`src/rtl/fetch_32_if.sv`:
```
// Instruction-memory bus between fetch_32 (master) and the instruction memory (slave).
// A request is held with a stable address until ack; ack may arrive in the request
// cycle, and data is valid only in the ack cycle. Only one request is outstanding.
interface fetch_32_if;
  logic        imem_req_out;
  logic [31:0] imem_addr_out;
  logic        imem_ack_in;
  logic [31:0] imem_data_in;

  modport master (
    output imem_req_out,
    output imem_addr_out,
    input  imem_ack_in,
    input  imem_data_in
  );

  modport slave (
    input  imem_req_out,
    input  imem_addr_out,
    output imem_ack_in,
    output imem_data_in
  );
endinterface

```
`src/rtl/fetch_32.sv`:
```
// Instruction fetch stage: PC generation, single-outstanding imem handshake, prefetch FIFO.
// Optional misaligned-redirect trap enabled by defining FETCH_MISALIGN_TRAP_EN.
module fetch_32 #(
  parameter logic [31:0] RESET_VECTOR = 32'h0000_0000,
  parameter int          BUF_DEPTH    = 4
) (
  input  logic              clk_in,
  input  logic              reset_in,
  input  logic              stall_in,
  input  logic              redirect_in,
  input  logic [31:0]       redirect_pc_in,
  fetch_32_if.master        imem,
  output logic [31:0]       insn_out,
  output logic [31:0]       insn_pc_out,
  output logic              insn_valid_out,
  output logic              fetch_fault_out,
  output logic [1:0]        dbg_state_out
);

  localparam int AW = (BUF_DEPTH > 1) ? $clog2(BUF_DEPTH) : 1;
  localparam int CW = AW + 1;

  typedef enum logic [1:0] {
    S_BOOT    = 2'd0,
    S_FETCH   = 2'd1,
    S_DISCARD = 2'd2,
    S_FAULT   = 2'd3
  } state_t;

  state_t          state_q, state_d;
  logic [31:0]     pc_q, pc_d;
  logic            outst_q, outst_d;
  logic [CW-1:0]   count_q, count_d;
  logic [AW-1:0]   rd_q, rd_d;
  logic [AW-1:0]   wr_q, wr_d;
  logic [31:0]     mem_pc_q   [BUF_DEPTH];
  logic [31:0]     mem_pc_d   [BUF_DEPTH];
  logic [31:0]     mem_insn_q [BUF_DEPTH];
  logic [31:0]     mem_insn_d [BUF_DEPTH];
  logic            out_valid_q, out_valid_d;
  logic [31:0]     out_insn_q, out_insn_d;
  logic [31:0]     out_pc_q, out_pc_d;

  logic            req;
  logic            ack_ok;
  logic            push;
  logic            pop;
  logic            misalign;
  logic            avail;
  logic [AW-1:0]   head_idx;
  logic [31:0]     redir_pc;

  // The in-flight request keeps req high even if the FIFO fills behind it.
  assign req    = (state_q == S_FETCH) && (outst_q || (count_q < CW'(BUF_DEPTH)));
  assign ack_ok = req && imem.imem_ack_in;
  assign push   = ack_ok && !redirect_in;
  assign pop    = out_valid_q && !stall_in && !redirect_in;

  assign redir_pc = redirect_pc_in & 32'hFFFF_FFFC;

`ifdef FETCH_MISALIGN_TRAP_EN
  assign misalign        = |redirect_pc_in[1:0];
  assign fetch_fault_out = (state_q == S_FAULT);
`else
  assign misalign        = 1'b0;
  assign fetch_fault_out = 1'b0;
`endif

  assign imem.imem_req_out  = req;
  assign imem.imem_addr_out = req ? pc_q : 32'h0;

  assign insn_out       = out_insn_q;
  assign insn_pc_out    = out_pc_q;
  assign insn_valid_out = out_valid_q;
  assign dbg_state_out  = state_q;

  // Control FSM and PC.
  always_comb begin
    state_d = state_q;
    pc_d    = pc_q;
    outst_d = outst_q;
    case (state_q)
      S_BOOT: state_d = S_FETCH;
      S_FETCH: begin
        if (ack_ok) begin
          outst_d = 1'b0;
          pc_d    = pc_q + 32'd4;
        end else if (req) begin
          outst_d = 1'b1;
        end
      end
      S_DISCARD: begin
        if (imem.imem_ack_in) state_d = S_FETCH;
      end
      S_FAULT: state_d = S_FAULT;
      default: state_d = S_BOOT;
    endcase

    if (redirect_in) begin
      pc_d    = redir_pc;
      outst_d = 1'b0;
      if (misalign) begin
        state_d = S_FAULT;
      end else if ((state_q == S_FETCH) && req && !imem.imem_ack_in) begin
        state_d = S_DISCARD;
      end else if ((state_q == S_DISCARD) && !imem.imem_ack_in) begin
        state_d = S_DISCARD;
      end else begin
        state_d = S_FETCH;
      end
    end
  end

  // Prefetch FIFO and the registered copy of its head.
  always_comb begin
    mem_pc_d   = mem_pc_q;
    mem_insn_d = mem_insn_q;
    rd_d       = rd_q;
    wr_d       = wr_q;
    count_d    = count_q + CW'(push) - CW'(pop);

    if (push) begin
      mem_pc_d[wr_q]   = pc_q;
      mem_insn_d[wr_q] = imem.imem_data_in;
      wr_d             = wr_q + AW'(1);
    end
    if (pop) rd_d = rd_q + AW'(1);

    // Head as seen after this cycle's pop; a same-cycle push shows up a cycle later.
    head_idx    = pop ? (rd_q + AW'(1)) : rd_q;
    avail       = pop ? (count_q > CW'(1)) : (count_q != '0);
    out_valid_d = avail;
    out_insn_d  = avail ? mem_insn_q[head_idx] : 32'h0;
    out_pc_d    = avail ? mem_pc_q[head_idx]   : 32'h0;

    if (redirect_in) begin
      rd_d        = '0;
      wr_d        = '0;
      count_d     = '0;
      out_valid_d = 1'b0;
      out_insn_d  = 32'h0;
      out_pc_d    = 32'h0;
    end
  end

  always_ff @(posedge clk_in or negedge reset_in) begin
    if (!reset_in) begin
      state_q     <= S_BOOT;
      pc_q        <= RESET_VECTOR;
      outst_q     <= 1'b0;
      count_q     <= '0;
      rd_q        <= '0;
      wr_q        <= '0;
      out_valid_q <= 1'b0;
      out_insn_q  <= 32'h0;
      out_pc_q    <= 32'h0;
      for (int i = 0; i < BUF_DEPTH; i++) begin
        mem_pc_q[i]   <= 32'h0;
        mem_insn_q[i] <= 32'h0;
      end
    end else begin
      state_q     <= state_d;
      pc_q        <= pc_d;
      outst_q     <= outst_d;
      count_q     <= count_d;
      rd_q        <= rd_d;
      wr_q        <= wr_d;
      out_valid_q <= out_valid_d;
      out_insn_q  <= out_insn_d;
      out_pc_q    <= out_pc_d;
      mem_pc_q    <= mem_pc_d;
      mem_insn_q  <= mem_insn_d;
    end
  end

endmodule

```
`src/flat_wrapper.sv`:
```
// flat-port wrapper written by rule: the top's interface ports become plain ports
module fetch_32_flat 
#(
  parameter logic [31:0] RESET_VECTOR = 32'h0000_0000,
  parameter int          BUF_DEPTH    = 4
)
  (clk_in, reset_in, stall_in, redirect_in, redirect_pc_in, insn_out, insn_pc_out, insn_valid_out, fetch_fault_out, dbg_state_out, imem_imem_req_out, imem_imem_addr_out, imem_imem_ack_in, imem_imem_data_in);
  fetch_32_if imem_i ();
  input  logic clk_in;
  input  logic reset_in;
  input  logic stall_in;
  input  logic redirect_in;
  input  logic [31:0] redirect_pc_in;
  output logic [31:0] insn_out;
  output logic [31:0] insn_pc_out;
  output logic insn_valid_out;
  output logic fetch_fault_out;
  output logic [1:0] dbg_state_out;
  output wire logic [$bits(imem_i.imem_req_out)-1:0] imem_imem_req_out;
  output wire logic [$bits(imem_i.imem_addr_out)-1:0] imem_imem_addr_out;
  input wire logic [$bits(imem_i.imem_ack_in)-1:0] imem_imem_ack_in;
  input wire logic [$bits(imem_i.imem_data_in)-1:0] imem_imem_data_in;
  assign imem_imem_req_out = imem_i.imem_req_out;
  assign imem_imem_addr_out = imem_i.imem_addr_out;
  assign imem_i.imem_ack_in = imem_imem_ack_in;
  assign imem_i.imem_data_in = imem_imem_data_in;
  fetch_32 #(.RESET_VECTOR(RESET_VECTOR), .BUF_DEPTH(BUF_DEPTH)) u_core (.clk_in(clk_in), .reset_in(reset_in), .stall_in(stall_in), .redirect_in(redirect_in), .redirect_pc_in(redirect_pc_in), .imem(imem_i), .insn_out(insn_out), .insn_pc_out(insn_pc_out), .insn_valid_out(insn_valid_out), .fetch_fault_out(fetch_fault_out), .dbg_state_out(dbg_state_out));
endmodule
```
`config.mk`:
```
export PLATFORM = sky130hd
export DESIGN_NAME = fetch_32_flat
export DESIGN_NICKNAME = d
export VERILOG_FILES = /design/src/rtl/fetch_32_if.sv /design/src/rtl/fetch_32.sv /design/src/flat_wrapper.sv
export SDC_FILE = /design/constraint.sdc
export NUM_CORES = 1
export LEC_CHECK = 0
export ABC_AREA = 1
export CORE_ASPECT_RATIO = 0.8
export CORE_MARGIN = 5
export CORE_UTILIZATION = 60
export CTS_CLUSTER_DIAMETER = 100
export DETAILED_ROUTE_END_ITERATION = 6
export MAX_ROUTING_LAYER = met4
export PLACE_DENSITY = 0.9
export SYNTH_ARGS = -nofsm -noshare
export SYNTH_HDL_FRONTEND = slang
export SYNTH_SLANG_ARGS = --single-unit
```
`constraint.sdc`:
```
create_clock -name clk_in -period 4.7 [get_ports clk_in]
set_input_delay 0.705 -clock clk_in [delete_from_list [all_inputs] [get_ports clk_in]]
set_output_delay 0.705 -clock clk_in [all_outputs]
set_load 0.02 [all_outputs]
```
==> reports/results.ini <==
[final_layout]
final_net_count=2167
area_growth_pct=18.1
multi_input_comb_area_um2=6280
filler_cell_count=1992
seq_area_um2=8810
post_route_cells_drive_above_1_share_pct=4.31

[pwr]
comb_power_share_pct=34.7
p_leak_uw=0.00937
ir_worst_vdd_mv=0.423
total_switching_power_uw=4190
pwrdens_nw_per_um2=591
total_power_uw=11500
power.clock.fraction_pct=25.5
p_int_uw=7320
sequentialPowerShare_pct=39.8
power.share.switching_pct=36.4

[global_route]
largest_net_degree_at_the_start_of_global_routing=130
grt_pass1_wl_um=70600
groute.usage.overall_pct=28.7
grt.overflow.total=0
vias_in_the_first_global_route=14000
antenna_violations_before_repair=1

[worst_setup_path]
cpMostUsedCell=sky130_fd_sc_hd__inv_1
crit_arrival_ps=2890
timing.critical_path.slowest_stage_cell=sky130_fd_sc_hd__clkdlybuf4s50_1
setup.worst_path.start_class=register
critical_path_buf_inv_count=4
setup_cp_type=register to primary output
timing.critical_path.cells=inv_1, ha_1, inv_1, a21oi_4, inv_1, nor2_1, clkdlybuf4s50_1
path_max_fanout=31
critPathCaptureType=primary output
critical_path.top_delay_family=buffers and inverters
regToRegSetupSlack_ps=2050
crit_required_ps=3990
cp_slowest_stage_delay_ps=650

[synthesis]
ys_async_sr_fraction_pct=100
synthCells=1984
post-synth-top-count-cell=sky130_fd_sc_hd__nand2_1
number_of_distinct_library_cells_after_synthesis=36
synth_area_leaders=sky130_fd_sc_hd__dfrtp_1 (53%), sky130_fd_sc_hd__nand2_1 (12%), sky130_fd_sc_hd__o21ai_0 (7.6%)
synth_area_per_cell_um2=8.31
synth.cell_area_um2=16500
yosysTopAreaCellShare_pct=53.4
synth-edff-count=0
synth.cells.most_frequent=sky130_fd_sc_hd__nand2_1 (516), sky130_fd_sc_hd__dfrtp_1 (352), sky130_fd_sc_hd__o21ai_0 (250)
synth.yosys.seq_area_share_pct=53.4
post_synth_top_flop=sky130_fd_sc_hd__dfrtp_1
ys.warnings.count=0
synthDominantAreaCellType=sky130_fd_sc_hd__dfrtp_1
synth-seq-cells=352

[cts]
tritoncts=done
clkTransAtPathRegs_ps=60
worstSkewPairLatency_ps=530
post_cts_hold_buffer_count=0
cts-root-buf=sky130_fd_sc_hd__clkbuf_16
cts.path.max_buffers=3
number_of_h_tree_levels=2
post_cts.resized_instances=0
cts_post_setup_buffers_inserted=0
cts_buffers=36
clkSinkCount=352

[sta]
final.period_utilization_pct=76.4
transition_time_of_the_tightest_slew_check_pin_ps=1020
layout_min_cycle_time_ps=3590
hold_violations=0
totalNegativeSetupSlack_ps=0
fmaxAchievable_mhz=278
worst_clock_skew_ps=19.8
drv_slew=0
post-route-worst-setup-slack_ps=1110
grt_setup_unrepaired=no
max_slew_margin_pct=32.2
finalSetupViolations=0

[floorplan]
die_width_um=195
placementRows=54
die_height_um=158
fp.dieArea_um2=30900
floorplan.initialDensity_pct=60.7
core_um2=27200
floorplan.io_pins=170

[place]
dp_hpwl_um=25800
number_of_port_buffers=164
pre_cts_slack_ps=1340
finalWeightedCongestion=0.947

[route]
met1_length_um=18700
via_count=14000
drt_wl_total_um=43200
detailedRoute.firstPassIterationCount=5
ant_nets=0
viasPerCell=5.67
routed.top_layer=met4
dr_wl_met3_um=3610
route.detailed.wl_per_inst_um=17.5
drt_drc_violations_left=0
drtIter0Drc=1450
routed-wl-met2_um=20200

[run]
max_cap_violations=0

[min_path]
hp-class=primary input to asynchronous set/reset pin

[status]
status=completed

layout make-up:
type | instances | area share [%]
Sequential cell | 352 | 45.3
Clock buffer | 52 | 5.35
Clock inverter | 10 | 0.823
Inverter | 219 | 4.25
Antenna cell | 1 | 0.0129
Timing Repair Buffer | 185 | 9.72
Multi-Input combinational cell | 1291 | 32.2
Tap cell | 364 | 2.34
cell families (layout without fill, tap and decap cells):
kind of cell,Yosys count,count (layout),synth area share (%)
AND/OR/NAND/NOR,918,918,25.4
XOR/XNOR,11,11,0.585
AO/OA/AOI/OAI,345,345,10.7
adder cells (fa/ha/maj),13,13,1.03
buffers and inverters,344,466,8.77
other,1,5,0.0228
flip-flops,352,352,53.4
worst paths after layout:
kind                                          from                     end  cells after the start
setup / recovery           u_core.dbg_state_out[1]  imem_imem_addr_out[31]                      7
hold / removal                            reset_in   u_core.insn_pc_out[1]                      1
setup reg to reg           u_core.dbg_state_out[1]   u_core.mem_insn_q[88]                     10
hold reg to reg              u_core.mem_insn_q[28]   u_core.mem_insn_q[28]                      2
max in group asynchronous                 reset_in   u_core.mem_insn_q[43]                      2
min in group clk_in          u_core.mem_insn_q[28]   u_core.mem_insn_q[28]                      2
power by group through the flow:
stage / combinational, µW / sequential (µW) / clock, µW
floorplan: 2470 / 4610 / 0
global placement: 3800 / 4530 / 0
detailed placement: 3950 / 4590 / 0
CTS: 4000 / 4550 / 2960
global route: 4470 / 4680 / 3090
finish: 4000 / 4580 / 2930
flip-flops by register name, summed over array words and instances (netlist names), 2 cells and up:
register / cells
u_core.insn_out: 32
u_core.count_q: 3
u_core.mem_insn_q: 128
u_core.wr_q: 2
u_core.insn_pc_out: 31
u_core.pc_q: 30
u_core.dbg_state_out: 2
u_core.mem_pc_q: 120
u_core.rd_q: 2
metrics by stage:
stage               utilization, %  cell area, µm²  hold slack, ps  instances
floorplan                        -           16500             409       1987
global placement              67.2           18300             456       2411
detailed placement            67.2           18300             464       2411
CTS                           71.7           19500             323       2473
global route                  71.7           19500             337       2474
finish                        71.7           19500             254       2474
placed cells by master, fill, tap and decap left out, types with 9 or more instances in the layout:
cell type,count
sky130_fd_sc_hd__o21ai_0,250
sky130_fd_sc_hd__a21oi_1,66
sky130_fd_sc_hd__nand3_1,161
sky130_fd_sc_hd__clkbuf_16,37
sky130_fd_sc_hd__clkdlybuf4s50_1,163
sky130_fd_sc_hd__clkbuf_1,9
sky130_fd_sc_hd__dfrtp_1,352
sky130_fd_sc_hd__buf_4,14
sky130_fd_sc_hd__ha_1,12
sky130_fd_sc_hd__nor2_1,93
sky130_fd_sc_hd__xor2_1,9
sky130_fd_sc_hd__nand3b_1,124
sky130_fd_sc_hd__inv_1,216
sky130_fd_sc_hd__o21ai_1,16
sky130_fd_sc_hd__nand2_1,516
routing by layer:
layer	vias to the layer above	track usage [%]
met4	0	7.21
met3	57	5.31
li1	6542	-
met1	6793	38.7
met5	-	-
met2	624	45.9
(Power assumes the default switching activity.)
